### src/rtl/alu_mul_sequencer.sv
// alu_mul_sequencer: 16-bit shift-and-add multiplier that borrows the shared
// hack-style ALU (za/na/zb/nb/f/no) for every addition and doubling step.
// Returns the low 16 bits of a*b on product with a one-cycle done pulse.
// Optional build macro: MUL_EARLY_EXIT_EN. When it is defined, the loop stops
// once no multiplier bits remain, and a zero multiplier completes at once.
module alu_mul_sequencer (
  input  logic        clk,
  input  logic        reset,
  input  logic        start,
  input  logic [15:0] a,
  input  logic [15:0] b,
  output logic        ready,
  output logic        done,
  output logic [15:0] product,
  output logic [15:0] alu_x,
  output logic [15:0] alu_y,
  output logic        alu_za,
  output logic        alu_na,
  output logic        alu_zb,
  output logic        alu_nb,
  output logic        alu_f,
  output logic        alu_no,
  input  logic [15:0] alu_out
);

  localparam int unsigned W  = 16;
  localparam int unsigned CW = 4;

  // ALU control word ordered {za, na, zb, nb, f, no}
  localparam logic [5:0] CTRL_ADD  = 6'b000010;
  localparam logic [5:0] CTRL_ZERO = 6'b101010;

  typedef enum logic [1:0] {
    S_IDLE = 2'd0,
    S_ADD  = 2'd1,
    S_DBL  = 2'd2,
    S_DONE = 2'd3
  } state_e;

  state_e         state_q, state_d;
  logic [W-1:0]   acc_q, acc_d;
  logic [W-1:0]   mcand_q, mcand_d;
  logic [W-1:0]   mplier_q, mplier_d;
  logic [CW-1:0]  count_q, count_d;
  logic [W-1:0]   result_q, result_d;

  logic           ready_q, ready_d;
  logic           done_q, done_d;
  logic [W-1:0]   alu_x_q, alu_x_d;
  logic [W-1:0]   alu_y_q, alu_y_d;
  logic [5:0]     ctrl_q, ctrl_d;

  logic           last_step;

  // State, datapath and registered output update
  always_ff @(posedge clk) begin
    if (reset) begin
      state_q  <= S_IDLE;
      acc_q    <= '0;
      mcand_q  <= '0;
      mplier_q <= '0;
      count_q  <= '0;
      result_q <= '0;
      ready_q  <= 1'b1;
      done_q   <= 1'b0;
      alu_x_q  <= '0;
      alu_y_q  <= '0;
      ctrl_q   <= CTRL_ZERO;
    end else begin
      state_q  <= state_d;
      acc_q    <= acc_d;
      mcand_q  <= mcand_d;
      mplier_q <= mplier_d;
      count_q  <= count_d;
      result_q <= result_d;
      ready_q  <= ready_d;
      done_q   <= done_d;
      alu_x_q  <= alu_x_d;
      alu_y_q  <= alu_y_d;
      ctrl_q   <= ctrl_d;
    end
  end

  // Loop termination: fixed 16 doublings, or earlier when no multiplier bits remain
`ifdef MUL_EARLY_EXIT_EN
  assign last_step = (count_q == CW'(W - 1)) || ((mplier_q >> 1) == '0);
`else
  assign last_step = (count_q == CW'(W - 1));
`endif

  // Next-state and datapath updates
  always_comb begin
    state_d  = state_q;
    acc_d    = acc_q;
    mcand_d  = mcand_q;
    mplier_d = mplier_q;
    count_d  = count_q;
    result_d = result_q;

    unique case (state_q)
      S_IDLE: begin
        if (start) begin
          acc_d    = '0;
          mcand_d  = a;
          mplier_d = b;
          count_d  = '0;
`ifdef MUL_EARLY_EXIT_EN
          if (b == '0) begin
            result_d = '0;
            state_d  = S_DONE;
          end else begin
            state_d = b[0] ? S_ADD : S_DBL;
          end
`else
          state_d = b[0] ? S_ADD : S_DBL;
`endif
        end
      end
      S_ADD: begin
        acc_d   = alu_out;
        state_d = S_DBL;
      end
      S_DBL: begin
        mcand_d  = alu_out;
        mplier_d = mplier_q >> 1;
        count_d  = CW'(count_q + CW'(1));
        if (last_step) begin
          result_d = acc_q;
          state_d  = S_DONE;
        end else begin
          state_d = mplier_q[1] ? S_ADD : S_DBL;
        end
      end
      S_DONE: begin
        state_d = S_IDLE;
      end
      default: begin
        state_d = S_IDLE;
      end
    endcase
  end

  // Output values for the upcoming state, so every output comes straight off a flop
  always_comb begin
    ready_d = 1'b0;
    done_d  = 1'b0;
    alu_x_d = '0;
    alu_y_d = '0;
    ctrl_d  = CTRL_ZERO;

    unique case (state_d)
      S_IDLE: ready_d = 1'b1;
      S_ADD: begin
        alu_x_d = acc_d;
        alu_y_d = mcand_d;
        ctrl_d  = CTRL_ADD;
      end
      S_DBL: begin
        alu_x_d = mcand_d;
        alu_y_d = mcand_d;
        ctrl_d  = CTRL_ADD;
      end
      S_DONE: done_d = 1'b1;
      default: ready_d = 1'b0;
    endcase
  end

  assign ready   = ready_q;
  assign done    = done_q;
  assign product = result_q;
  assign alu_x   = alu_x_q;
  assign alu_y   = alu_y_q;
  assign {alu_za, alu_na, alu_zb, alu_nb, alu_f, alu_no} = ctrl_q;

endmodule
### config.mk
export PLATFORM = sky130hd
export DESIGN_NAME = alu_mul_sequencer
export DESIGN_NICKNAME = d
export VERILOG_FILES = /design/src/rtl/alu_mul_sequencer.sv
export SDC_FILE = /design/constraint.sdc
export NUM_CORES = 1
export LEC_CHECK = 0
export CAP_MARGIN = 5
export CORE_MARGIN = 3
export CORE_UTILIZATION = 43
export CTS_CLUSTER_DIAMETER = 100
export DETAILED_ROUTE_END_ITERATION = 10
export PLACE_DENSITY = 0.86
export SYNTH_ARGS = -nofsm -noshare
export SYNTH_HDL_FRONTEND = slang
export SYNTH_SLANG_ARGS = --single-unit
### constraint.sdc
create_clock -name clk -period 2.61 [get_ports clk]
set_input_delay 0.783 -clock clk [delete_from_list [all_inputs] [get_ports clk]]
set_output_delay 0.783 -clock clk [all_outputs]
set_load 0.05 [all_outputs]
# == Word level (Yosys, flattened, before mapping) ==
# Cells that the tools add are included.
# totals
regBits,110
input_bits,51
out_inout_bits,56
elab_cells,45
# op_classes
n_addsub,1
n_eq_ne,8
n_mux,17
bitwise,1
n_reduce_logical,7
# ops
operator,n
16-bit one-hot mux with 2 select lines,4
16-bit 2-to-1 mux,3
2-bit == test (second input constant),4
2-bit 2-to-1 mux,4
2-bit one-hot mux with 4 select lines,1
4-bit one-hot mux with 2 select lines,1
6-bit 2-to-1 mux,1
4-bit by 1-bit adder with 4-bit output (second input constant),1
2-bit by 1-bit == test with 1-bit output (second input constant),2
4-bit == test (second input constant),1
2-bit logical NOT,2
4-bit 2-to-1 mux,1
2-bit AND reduction,2
2-bit OR reduction,2
1-bit 2-to-1 mux,2
2-bit inequality test (second input constant),1
2-bit nonzero test,1
1-bit NOT,1

# == Depth between registers and ports, before layout ==
# logic_depth
depth_word,7
depth_mapped,10
mapped_depth_nobuf,8

# == Least setup slack after synthesis ==
# OpenSTA, ideal clock, no wires.
# synth_path
kind,input port to flip-flop
start,in start
end,reg alu_x_q[11] (netlist: alu_x[11])
setup_ps,134
arrival_ps,2430
required_ps,2476
path_slack_ps,46
stages,10
path_buffers,3
path_cell_list,buf_2 buf_2 nor2b_1 nor3_1 nor2_1 ha_1 nor2_1 nand2_1 clkbuf_1 o22ai_1
# synth_between
elab_chain_cells,4
elab_cells_between_ends,9
cone_classes,eq/ne (2); mux (7)
# synth_rtl
element,line_no,text
from (decl),9,"input logic start,"
2-bit 2-to-1 mux *,102,if (start) begin
2-bit one-hot mux with 4 select lines *,100,unique case (state_q)
net state_d[1],40,"state_e state_q, state_d;"
2-bit == test / 2-bit by 1-bit == test with 1-bit output (equally long branches),151,unique case (state_d)
16-bit one-hot mux with 2 select lines *,151,
to (signal assigned),78,alu_x_q <= alu_x_d;
to (decl),49,"logic [W-1:0] alu_x_q, alu_x_d;"
# The timed path passes the listed nets; every way through them passes the cells marked *.
# A chain may end at the register's enable or synchronous reset.

# == Worst setup path in the final report ==
# layout_path
start,in b[0]
end,reg alu_x_q[8] (netlist: alu_x[8])
# layout_between
elab_chain_cells,5
elab_cells_between_ends,6
cone_classes,eq/ne (2); mux (4)
# layout_rtl
element,line_no,text
from (decl),11,"input logic [15:0] b,"
2-bit 2-to-1 mux *,115,state_d = b[0] ? S_ADD : S_DBL;
2-bit 2-to-1 mux *,102,
2-bit one-hot mux with 4 select lines *,100,
2-bit == test / 2-bit by 1-bit == test with 1-bit output (equally long branches),151,
16-bit one-hot mux with 2 select lines *,151,
# Every way passes the cells marked *; elsewhere a longest branch is shown, timed or not.

==> results.md <==
- Status: finished clean
- Filler Cell Count: 746
- Complex-gate fraction of the synthesized area: 0.229
- Vias in the first global route: 3452
- PortBufs: 102
- Initial Util: 0.450
- First-pass GRT wire length: 16.7 mm
- Final hold vios: 0
- Initial drt markers: 232
- Lkg Pwr: 2.00 nW
- Initial antenna violation count: 0
- Mux cell area share after synthesis: 0
- Syn avg cell area: 9.42 µm²
- Synth unique cells: 42
- Clock-pin slew on the worst setup and hold paths: 0.10 ns
- Post-Synth XOR/XNOR Area: 0
- Main combinational cell family by area after synthesis: compound AO/OA/AOI/OAI gates
- Clk buf depth: 2
- Post-synth ARST share: 0
- Worst Skew: 0.0139 ns
- Hold Crit Class: reg2reg
- Max Cap Violations: 0
- Core Region: 8890 µm²
- Fin crit share: 0.943
- CTS tree: yes
- Pre-Repair DR Iteration Count: 5
- Peak VDD IR: 365 µV
- DRC: 0
- WP data required: 2.88 ns
- PwrDens: 677 nW/µm²
- Largest net degree at the start of global routing: 45
- CP top delay family: simple AND/OR/NAND/NOR gates
- EDFF count, synth: 0
- WL final: 10.7 mm
- Post-CTS Setup Bufs: 0
- FMAX: 406 MHz
- Vias: 3566
- Worst setup EP type: flip-flop
- RSZ-0062 raised after global routing: false
- Post-DRT Antenna Nets: 0
- CP max stage cell: clkdlybuf4s50_1
- Final Net Count: 574
- Ports: 107
- Gpl congestion: 0.823
- Ys flop type: dfxtp_1
- Worst path buffer plus inverter count: 1
- Fin crit period: 2.46 ns
- Non-Filler Instances: 631
- Post-Synthesis Cells: 425
- Worst Path Max Fanout: 5
- Worst setup SP type: input port
- Post-synthesis sequential area ratio: 0.520
- CTS Buf Count: 9
- Post-synthesis simple-gate area fraction: 0.163
- TNS Setup: 0 ns
- Post-detail-place hpwl: 7.61 mm
- Total power: 3.60 mW
- Layout cell share with drive strength beyond 1: 0.0937
- Latest clock arrival within the worst-skew pair: 0.36 ns
- Number of synthesized register bits: 104
- Setup CP Type: in2reg
- Total GRT Usage: 0.203
- Arr. time, crit path: 2.73 ns
- Fin area: 5320 µm²
- H-tree depth: 3
- Final setup vio count: 0
- Clock sink count: 104
- N_diodes: 0
- Hold_buf cts: 0
- Placed Area: 5120 µm²
- Die height: 102 µm
- CP max stage delay: 0.47 ns
- Area Growth Syn to Fin: 33.0%
- Placed Instances: 615
- Most common cell on crit path: nand2b_1
- DR WL/cell: 16.9 µm
- Yosys warning total: 0
- Critical-path cell list: clkdlybuf4s50_1 > nor4bb_1 > a211oi_2 > ha_1 > nand2b_1 > nand2b_1 > o32ai_1
- Final Max Slew Viols: 0
- Max transition margin: 0.508
- CTS root buffer: clkbuf_8
- Die X: 102 µm
- Grt ovf: 0
- Final hold slack: 0.468 ns
- Vias per cell: 5.65
- Post-Syn Area: 4000 µm²
- # rows: 34
- Worst-Margin Slew: 0.737 ns
- Adder-cell share of the synthesized area: 0.0156
- Cts repair resizes: 0
- Die ar.: 10500 µm²
## kinds of logic after synthesis
| kind of cell | count (synthesis) |
|---|---|
| AO/OA/AOI/OAI | 142 |
| adder cells (fa/ha/maj) | 5 |
| buffers and inverters | 60 |
| flip-flops | 104 |
| other | 2 |
| AND/OR/NAND/NOR | 112 |
## metal layers
metal	vias to the layer above	global-route usage	part of all wire
li1	1716	-	-
met2	141	0.359	0.52
met1	1688	0.244	0.39
met4	0	0.0444	0.015
met5	-	0	0
met3	21	0.0608	0.073
## state kept, by name, summed over array words and instances (netlist names), 2 cells and up
signal and cells:
mcand_q 16, product 16, alu_y 16, alu_x 16, acc_q 16, mplier_q 15, count_q 4, state_q 2
## Yosys cell counts, drive strengths merged, types with 3 or more instances
library cell	count	area [µm²]
a21oi	33	165
a22oi	17	128
buf	20	129
clkbuf	22	82.6
dfxtp	104	2080
ha	5	62.6
inv	18	67.6
nand2	4	15.0
nand2b	3	18.8
nand3	16	80.1
nor2	42	158
nor2b	5	31.3
nor3	4	20.0
o2111ai	11	128
o21ai	38	190
o221ai	4	35.0
o22ai	29	181
or2	3	18.8
or3b	16	140
or4b	11	110
## where the power goes
group | switching [mW] | total (mW) | internal, mW
clock | 0.524 | 0.999 | 0.474
sequential | 0.0519 | 1.76 | 1.71
combinational | 0.516 | 0.838 | 0.322
## worst min-delay path, stage by stage, from the launching register on
cell,delay [ns]
dfxtp_1,0.32
nand3_1,0.06
a21oi_1,0.05
## through the flow
stage | utilization | setup WS [ns]
floorplan | - | 0.0463
global placement | 0.576 | -0.179
detailed placement | 0.576 | -0.229
CTS | 0.599 | 0.158
global route | 0.599 | 0.00502
finish | 0.599 | 0.149
## final timing paths
check                                      startpoint                       to  slack [ns]  depth (start not counted)
worst max-delay path                             b[0]      alu_x[8]$_SDFF_PP0_        0.15                          7
worst min-delay path              acc_q[2]$_SDFF_PP0_  product[2]$_SDFFE_PP0P_        0.47                          2
worst max register to register  state_q[1]$_SDFF_PP0_      alu_x[8]$_SDFF_PP0_        0.34                          8
worst min register to register    acc_q[2]$_SDFF_PP0_  product[2]$_SDFFE_PP0P_        0.47                          2
## cell usage in the layout (no fill, tap or decap), types with 11 or more instances in the layout
| cell | count |
|---|---|
| a22oi_1 | 17 |
| buf_4 | 19 |
| dfxtp_1 | 104 |
| or4b_1 | 11 |
| a21oi_1 | 33 |
| o22ai_1 | 29 |
| clkdlybuf4s50_1 | 102 |
| nand3_1 | 16 |
| nor2_1 | 42 |
| inv_1 | 18 |
| o21ai_0 | 38 |
| or3b_1 | 14 |
## area by class of cell
| cell class | count | area, µm² | area share |
|---|---|---|---|
| flip-flops and latches | 104 | 2080 | 0.391 |
| multi-input cells | 263 | 1650 | 0.310 |
| repair buffers | 122 | 1180 | 0.222 |
| clock buffers | 10 | 138 | 0.0259 |
| well taps | 108 | 135 | 0.0254 |
| clock inverters | 6 | 67.6 | 0.0127 |
| inverters | 18 | 67.6 | 0.0127 |
Power figures use the tool's default switching activity.
